<file path="config.mk">
export PLATFORM = sky130hd
export DESIGN_NAME = qam_mod_core
export DESIGN_NICKNAME = d
export VERILOG_FILES = /design/src/rtl/qam_pkg.sv /design/src/rtl/qam_bit_collector.sv /design/src/rtl/qam_mod_core.sv
export SDC_FILE = /design/constraint.sdc
export NUM_CORES = 1
export LEC_CHECK = 0
export CORE_UTILIZATION = 45
export CTS_CLUSTER_SIZE = 25
export DETAILED_ROUTE_END_ITERATION = 16
export PLACE_DENSITY = 0.66
export SKIP_CTS_REPAIR_TIMING = 1
export SLEW_MARGIN = 20
export SYNTH_ARGS = -nofsm -noshare
export SYNTH_HDL_FRONTEND = slang
export SYNTH_SLANG_ARGS = --single-unit
</file>
<file path="constraint.sdc">
create_clock -name clk -period 6.46 [get_ports clk]
set_input_delay 0.646 -clock clk [delete_from_list [all_inputs] [get_ports clk]]
set_output_delay 0.646 -clock clk [all_outputs]
set_load 0.1 [all_outputs]
</file>
<file path="src/rtl/qam_pkg.sv">
// Shared types, level constants and mapping helpers for the M-QAM modulator core.
// Levels are 3-bit signed; a symbol maps to one I and one Q level.
package qam_pkg;

  typedef logic signed [2:0] level_t;

  typedef struct packed {
    level_t i;
    level_t q;
  } iq_t;

  localparam level_t LVL_M3 = -3'sd3;
  localparam level_t LVL_M1 = -3'sd1;
  localparam level_t LVL_P1 = 3'sd1;
  localparam level_t LVL_P3 = 3'sd3;

  // Gray order along the axis: 00, 01, 11, 10 -> -3, -1, +1, +3.
  function automatic level_t gray_level(input logic [1:0] code);
    case (code)
      2'b00:   return LVL_M3;
      2'b01:   return LVL_M1;
      2'b11:   return LVL_P1;
      default: return LVL_P3;
    endcase
  endfunction

  function automatic level_t qpsk_level(input logic b);
    return b ? LVL_M1 : LVL_P1;
  endfunction

  // Word is right-aligned; for QPSK only bits [1:0] carry data.
  function automatic iq_t map_word(input logic [3:0] word, input int bits_per_sym);
    iq_t r;
    if (bits_per_sym == 4) begin
      r.i = gray_level(word[3:2]);
      r.q = gray_level(word[1:0]);
    end else begin
      r.i = qpsk_level(word[1]);
      r.q = qpsk_level(word[0]);
    end
    return r;
  endfunction

  // Normalising shift keeps the mixed output inside SAMPLE_W.
  function automatic int mix_shift(input int bits_per_sym);
    return (bits_per_sym == 4) ? 3 : 1;
  endfunction

  function automatic bit bits_legal(input int bits_per_sym);
    return (bits_per_sym == 2) || (bits_per_sym == 4);
  endfunction

endpackage

</file>
<file path="src/rtl/qam_bit_collector.sv">
// Serial-to-parallel symbol collector with valid/ready handshake.
// Holds a full word (ready low) until the symbol timer consumes it.
module qam_bit_collector
  import qam_pkg::*;
#(
  parameter int BITS_PER_SYM = 2
) (
  input  logic                    clk,
  input  logic                    rst,
  input  logic                    bit_in,
  input  logic                    bit_valid,
  output logic                    bit_ready,
  input  logic                    consume,
  output logic [BITS_PER_SYM-1:0] word,
  output logic                    full
);

  localparam int CNT_W = $clog2(BITS_PER_SYM + 1);

  logic [CNT_W-1:0] count;
  logic             accept;

  assign full      = (count == CNT_W'(BITS_PER_SYM));
  assign bit_ready = rst && (count < CNT_W'(BITS_PER_SYM));
  assign accept    = bit_valid && bit_ready;

  // NOTE: sequential state uses non-blocking assignments so every flop sees pre-edge values.
  always_ff @(posedge clk or negedge rst) begin
    if (!rst) begin
      count <= '0;
      // NOTE: the shift register is a few flops, so it is reset with the count; a true RAM would not be.
      word  <= '0;
    end else if (consume) begin
      count <= '0;
    end else if (accept) begin
      word  <= {word[BITS_PER_SYM-2:0], bit_in};
      count <= count + CNT_W'(1);
    end
  end

endmodule

</file>
<file path="src/rtl/qam_mod_core.sv">
// M-QAM modulator core: collects serial bits into Gray-mapped symbols, strobes the
// external sine/cosine LUT and mixes the active I/Q levels into one signed stream.
module qam_mod_core
  import qam_pkg::*;
#(
  parameter int SAMPLE_W        = 16,
  parameter int BITS_PER_SYM    = 2,
  parameter int SAMPLES_PER_SYM = 16,
  parameter int PRESCALE        = 0
) (
  input  logic                       clk,
  input  logic                       rst,
  input  logic                       bit_in,
  input  logic                       bit_valid,
  output logic                       bit_ready,
  input  logic signed [SAMPLE_W-1:0] sine_in,
  input  logic signed [SAMPLE_W-1:0] cosine_in,
  output logic                       sample_en,
  output logic signed [SAMPLE_W-1:0] signal_out,
  output logic                       signal_valid,
  output logic signed [2:0]          i_level,
  output logic signed [2:0]          q_level,
  output logic                       sym_strobe,
  output logic                       underrun
);

  localparam int ACC_W = SAMPLE_W + 4;
  localparam int SHIFT = mix_shift(BITS_PER_SYM);
  localparam int PRE_W = (PRESCALE > 0) ? $clog2(PRESCALE + 1) : 1;
  localparam int SPS_W = $clog2(SAMPLES_PER_SYM);

  if (!bits_legal(BITS_PER_SYM)) begin : g_bad_bits
    $error("qam_mod_core: BITS_PER_SYM must be 2 (QPSK) or 4 (16-QAM)");
  end
  if (SAMPLES_PER_SYM < 2) begin : g_bad_sps
    $error("qam_mod_core: SAMPLES_PER_SYM must be at least 2");
  end

  // Prescaler and sample counter
  logic [PRE_W-1:0] pre_cnt;
  logic             pre_hit;
  logic [SPS_W-1:0] samp_cnt;
  logic             boundary;

  assign pre_hit   = (pre_cnt == PRE_W'(PRESCALE));
  assign sample_en = rst && pre_hit;
  assign boundary  = sample_en && (samp_cnt == SPS_W'(SAMPLES_PER_SYM - 1));

  always_ff @(posedge clk or negedge rst) begin
    if (!rst) begin
      pre_cnt  <= '0;
      samp_cnt <= '0;
    end else begin
      pre_cnt <= pre_hit ? '0 : pre_cnt + PRE_W'(1);
      if (sample_en) samp_cnt <= boundary ? '0 : samp_cnt + SPS_W'(1);
    end
  end

  // Bit collection
  logic                    consume;
  logic                    full;
  logic [BITS_PER_SYM-1:0] word;

  qam_bit_collector #(
    .BITS_PER_SYM(BITS_PER_SYM)
  ) u_collector (
    .clk      (clk),
    .rst      (rst),
    .bit_in   (bit_in),
    .bit_valid(bit_valid),
    .bit_ready(bit_ready),
    .consume  (consume),
    .word     (word),
    .full     (full)
  );

  // Symbol load / underrun decision at each boundary
  iq_t  lvl_q, lvl_d;
  logic started, started_d;
  logic sym_d, und_d;

  // NOTE: every variable gets a default first so no path can infer a latch.
  always_comb begin
    lvl_d     = lvl_q;
    started_d = started;
    sym_d     = 1'b0;
    und_d     = 1'b0;
    consume   = 1'b0;
    if (boundary) begin
      if (full) begin
        lvl_d     = map_word(4'(word), BITS_PER_SYM);
        consume   = 1'b1;
        sym_d     = 1'b1;
        started_d = 1'b1;
      end else if (started) begin
        lvl_d = '0;
        und_d = 1'b1;
      end
    end
  end

  // Mixer works on the levels held before this edge's update.
  logic signed [ACC_W-1:0] i_ext, q_ext, sin_ext, cos_ext, sum;

  assign i_ext   = {{(ACC_W-3){lvl_q.i[2]}}, lvl_q.i};
  assign q_ext   = {{(ACC_W-3){lvl_q.q[2]}}, lvl_q.q};
  assign sin_ext = {{4{sine_in[SAMPLE_W-1]}}, sine_in};
  assign cos_ext = {{4{cosine_in[SAMPLE_W-1]}}, cosine_in};
  assign sum     = i_ext * cos_ext + q_ext * sin_ext;

  always_ff @(posedge clk or negedge rst) begin
    if (!rst) begin
      lvl_q        <= '0;
      started      <= 1'b0;
      sym_strobe   <= 1'b0;
      underrun     <= 1'b0;
      signal_out   <= '0;
      signal_valid <= 1'b0;
    end else begin
      lvl_q        <= lvl_d;
      started      <= started_d;
      sym_strobe   <= sym_d;
      underrun     <= und_d;
      signal_valid <= sample_en;
      if (sample_en) signal_out <= SAMPLE_W'(sum >>> SHIFT);
    end
  end

  assign i_level = lvl_q.i;
  assign q_level = lvl_q.q;

endmodule

</file>
==> reports/qor.txt, run 1 <==
Clock Path Buffers = 2
Clk Latency, worst-skew pair = 280 ps
Largest cells by area after synthesis = fa_1 (29%), dfrtp_1 (19%), ha_1 (10%), and2_1 (8.0%), inv_1 (3.3%)
Root Driver = clkbuf_8
Critical Path End Type = flop
I/O pins = 63
Synth Flop Type = dfrtp_1
Worst EP required = 6620 ps
Die width = 97.9 um
H-tree levels = 2
Most frequent cells after synthesis = fa_1 (59), and2_1 (53), inv_1 (36)
Unrepaired setup endpoints after global routing = no
Final ANT Viol Nets = 0
Startpoint types = flop
Drt initial violations = 107
CTS tree = yes
Post-synthesis sequential area ratio = 0.187
Starting Density = 0.470
Synth Warn # = 0
Port-buffer cells = 62
Violated checks = design-rule violations
CP max FO = 22
# diodes = 0
GRT overflow = 0
Vias = 3,003
WL per Instance = 13.7 um
Maximum capacitance violations = 0
Fin. Hold Viols = 0
Core Rows = 34
Mapped Nets = 544
Cell Area, Synth = 4140 um^2
Total clock sinks = 31
Nets = 597
Post-DP HPWL = 6540 um
Yosys cell types = 51
Area share of the largest cell type after synthesis = 0.285
Most frequent cell after synthesis = fa_1
Clock transition at the registers of the reported paths = 60 ps
Yosys reg bits = 31
CORE AREA = 8810 um^2
Final-report setup violation count = 0
Worst Tran Pin Value = 980 ps
Max-Slew Margin vs Limit = 0.345
Die Ht = 97.9 um
Routed wire length = 7890 um
Minimum clock period = 5110 ps
Gp weighted congestion = 0.812
Synth Instances = 415
Number of remaining DRC errors = 9
Area Overhead vs Synth = 18.7%
Cts bufs inserted = 5
Outcome = finished, violations left
Synth area leader = fa_1
Setup Skew = 3.00 ps
Fmax = 196 MHz
Async SR Flop Fraction = 1.00
Final period utilization = 0.791
Syn avg cell area = 9.97 um^2
Initial DRT Pass Iterations = 10
Crit path DAT = 5260 ps
Global-route wire length before repair = 13,600 um
Final setup TNS = 0 ps
Post-synth EDFFs = 0
Initial antenna violation count = 0
Share of cells above drive strength 1 = 0.0682
Filler instances = 785
Number of global-route vias before repair = 3,062
Total Routing Usage GR = 0.176
Largest net degree at the start of global routing = 60
Max-slew violation count = 0
Die area = 9590 um^2
Detail-routed via count per cell = 5.20
Hold Path Class = input port to async pin
Critical setup path kind = flop to flop
==> per-layer routing <==
metal | GRT usage | part of all wire
met1 | 0.228 | 0.44
met2 | 0.313 | 0.53
met3 | 0.0258 | 0.030
met4 | 0.0315 | 0.0041
met5 | 0 | 0
==> worst max-delay path, cell delays in order (launching register included) <==
cell	delay, ps
dfrtp_1	760
inv_2	300
fa_1	630
fa_1	450
fa_1	540
inv_1	60
fa_1	540
inv_1	70
fa_1	450
nor2b_1	120
o21a_1	150
o211ai_2	140
a211o_2	340
nand4_1	80
or3b_1	340
==> final timing paths <==
kind	from	end	slack [ps]	cells after the start
hold / removal	rst	underrun	480	2
setup reg to reg	i_level[1]	signal_out[12]	1350	14
min in group clk	started	started	500	1
max in group asynchronous	rst	signal_out[0]	5560	2
hold reg to reg	started	started	500	1
setup / recovery	i_level[1]	signal_out[12]	1350	14
==> cell type report <==
cell class	count	area, um^2	area share
repair buffers	65	638	0.130
multi-input cells	327	3120	0.635
inverters	38	143	0.0290
clock buffers	8	100	0.0204
well taps	108	135	0.0275
flip-flops and latches	31	776	0.158
==> through the flow <==
step,setup slack (ps),hold WS (ps),cell area (um^2),utilization,cells
after global routing,1080,509,4910,0.558,577
after detailed placement,1120,482,4810,0.547,569
after CTS,1340,486,4910,0.558,577
after global placement,1190,472,4810,0.547,569
after floorplan,1160,350,4140,-,415
final,1350,476,4910,0.558,577
==> cells by family after synthesis <==
group,after synthesis,share of synthesized area
fa+ha+maj,93,0.388
compound gates,62,0.110
flops,31,0.187
simple gates,147,0.196
xor+xnor,13,0.0275
mux,12,0.0326
buf+inv,57,0.0580
==> sequential cells by signal, summed over array words and instances (netlist names) <==
signal / cells
q_level: 1
signal_valid: 1
u_collector.word: 2
started: 1
samp_cnt: 4
u_collector.count: 2
i_level: 2
underrun: 1
signal_out: 16
sym_strobe: 1
==> layout by cell type (no fill, tap or decap), drive strengths merged, types with 3 or more instances in the layout <==
master / instances
xnor2: 11
clkbuf: 8
o21a: 4
nor2: 23
nor3b: 3
a211o: 3
nor3: 4
fa: 59
mux2: 12
o21ai: 12
clkdlybuf4s50: 61
nor2b: 17
nand2b: 6
a211oi: 3
ha: 34
dfrtp: 31
or3: 3
inv: 38
a21oi: 15
nand2: 22
o211ai: 3
nand3: 4
buf: 4
a21o: 6
and2: 53
Power of run 1 is left out: the tool's default activity adds up to more than one toggle a clock period on the data nets, which glitch-free logic cannot reach.
==> run 2: changes to the inputs <==
- PLACE_DENSITY: 0.66 -> 0.69
- clock period: 6.46 -> 4.35 ns (I/O delays scaled with it)
==> run 2 against run 1 <==
  * The run ends with design-rule violations, negative setup slack left
  * Clock-buffer cell count unchanged
  * Sequential cell count stayed put
  * Maximum frequency increased by 16%
  * Global-route usage rose by 1.7 points
  * Utilization increased by 7.4 points
  * First-iteration DRC count down 13%
  * Worst setup slack lost 1400 ps
  * Clock skew grew 12 ps
  * Design area is 13% higher
==> reports/qor.txt, run 2 (same netlist as run 1, synthesis figures left out) <==
Unrepaired setup endpoints after global routing = yes
Crit-path cells = buf_6, nand2_4, fa_1, fa_1, fa_1, inv_2, fa_2, inv_1, fa_2, nor2b_1, o21a_1, o211ai_4, a211o_2, nand4_1, or3b_1
Vias = 3,220
CTS tree = yes
Largest stage delay, worst path = 550 ps
Initial DRT Pass Iterations = 10
Biggest regs = signal_out (16), samp_cnt (4)
Top reg by flops = signal_out
CP dominant cell by count = fa_1
Die width = 97.9 um
Minimum clock period = 4420 ps
Util after Layout = 0.632
Hold Path Class = input port to async pin
Crit path DAT = 4590 ps
Largest net degree at the start of global routing = 58
Fin. Hold Viols = 0
CP max FO = 4
Fmax = 226 MHz
Setup Skew = 15.3 ps
# diodes = 0
CORE AREA = 8810 um^2
Post-DP HPWL = 7180 um
Clock transition at the registers of the reported paths = 80 ps
Routed wire length = 9080 um
Pre-CTS setup slack = -584 ps
Drt initial violations = 93
Max-slew violation count = 0
Final ANT Viol Nets = 0
Share of cells above drive strength 1 = 0.205
WL per Instance = 14.7 um
Starting Density = 0.470
Area Overhead vs Synth = 34.5%
Worst Tran Pin Value = 986 ps
Initial antenna violation count = 0
Clk Latency, worst-skew pair = 290 ps
Total clock sinks = 31
PnR worst setup slack = -69.9 ps
Commonest cells after routing, fill and taps aside = fa_1 (57), clkdlybuf4s50_1 (56), and2_1 (53)
Final period utilization = 1.02
Outcome = finished, violations left
Number of remaining DRC errors = 4
Global-route wire length before repair = 14,900 um
Critical Path End Type = flop
Core Rows = 34
Final-report setup violation count = 2
Detail-routed via count per cell = 5.23
Max reg flops = 16
Root Driver = clkbuf_8
Die area = 9590 um^2
Port-buffer cells = 62
Delay-heaviest family, CP = adder cells
Die Ht = 97.9 um
Max-Slew Margin vs Limit = 0.341
CP max stage cell = fa_1
Critical setup path kind = flop to flop
Worst EP required = 4520 ps
WP buf/inv = 3
Startpoint types = flop
I/O pins = 63
Gp weighted congestion = 0.856
H-tree levels = 2
GRT overflow = 0
Worst hold margin = 299 ps
Commonest non-fill, non-tap cell in the layout = fa_1
Clock Path Buffers = 2
Number of global-route vias before repair = 3,329
Cts bufs inserted = 5
Total Routing Usage GR = 0.193
Maximum capacitance violations = 0
Violated checks = design-rule violations, negative setup slack
Nets = 636
## run 2: changes by cell type in the layout (fill, tap and decap cells not counted), moves of 3 or more
| cell | delta |
|---|---|
| a21oi_1 | -3 |
| buf_4 | +35 |
| clkdlybuf4s50_1 | -5 |
| dfrtp_1 | -3 |
| dfrtp_4 | +3 |
| dlymetal6s2s_1 | +5 |
| ha_1 | -15 |
| ha_4 | +15 |
## run 2: metrics by stage
step	cells	setup TNS, ps	instance area [um^2]
finish	616	-90.4	5570
global route	616	-712	5570
CTS	610	-1040	5240
detailed placement	602	-3950	5140
global placement	602	-3380	5140
floorplan	415	-593	4250
## run 2: worst register-to-register path, cell delays in order (launching register included)
cell and delay, ps:
dfrtp_4 460, buf_6 140, nand2_4 40, fa_1 560, fa_1 430, fa_1 520
inv_2 50, fa_2 550, inv_1 60, fa_2 350, nor2b_1 120, o21a_1 180
o211ai_4 110, a211o_2 330, nand4_1 70, or3b_1 340
## run 2: path summary, 6_finish.rpt
check | start | to | slack, ps | cells after the start
setup / recovery | i_level[1] | signal_out[12] | -70 | 15
hold / removal | rst | signal_out[3] | 300 | 2
setup reg to reg | i_level[1] | signal_out[12] | -70 | 15
hold reg to reg | samp_cnt[3] | samp_cnt[3] | 490 | 1
max in group asynchronous | rst | i_level[1] | 3560 | 2
min in group clk | samp_cnt[3] | samp_cnt[3] | 490 | 1
## run 2: cell type report
| type | instances | area, um^2 |
|---|---|---|
| clock buffer | 8 | 100 |
| fill | 711 | 3240 |
| inverter | 38 | 145 |
| multi-input combinational | 327 | 3430 |
| sequential | 31 | 787 |
| tap | 108 | 135 |
| timing repair buffer | 104 | 975 |
## run 2: routing by layer
metal | GRT usage | vias up | part of all wire
li1 | - | 1549 | -
met1 | 0.248 | 1606 | 0.42
met2 | 0.353 | 57 | 0.55
met3 | 0.0222 | 8 | 0.029
met4 | 0.0315 | 0 | 0.0094
met5 | 0 | - | 0
Power of run 2 is left out for the same reason.
==> run 3: changes to the inputs <==
- CTS_CLUSTER_SIZE: 25 -> not set
==> results of run 3 <==
Same layout as run 2: the final DEF is identical, and so are final timing and power.
Power of run 3 is left out for the same reason.
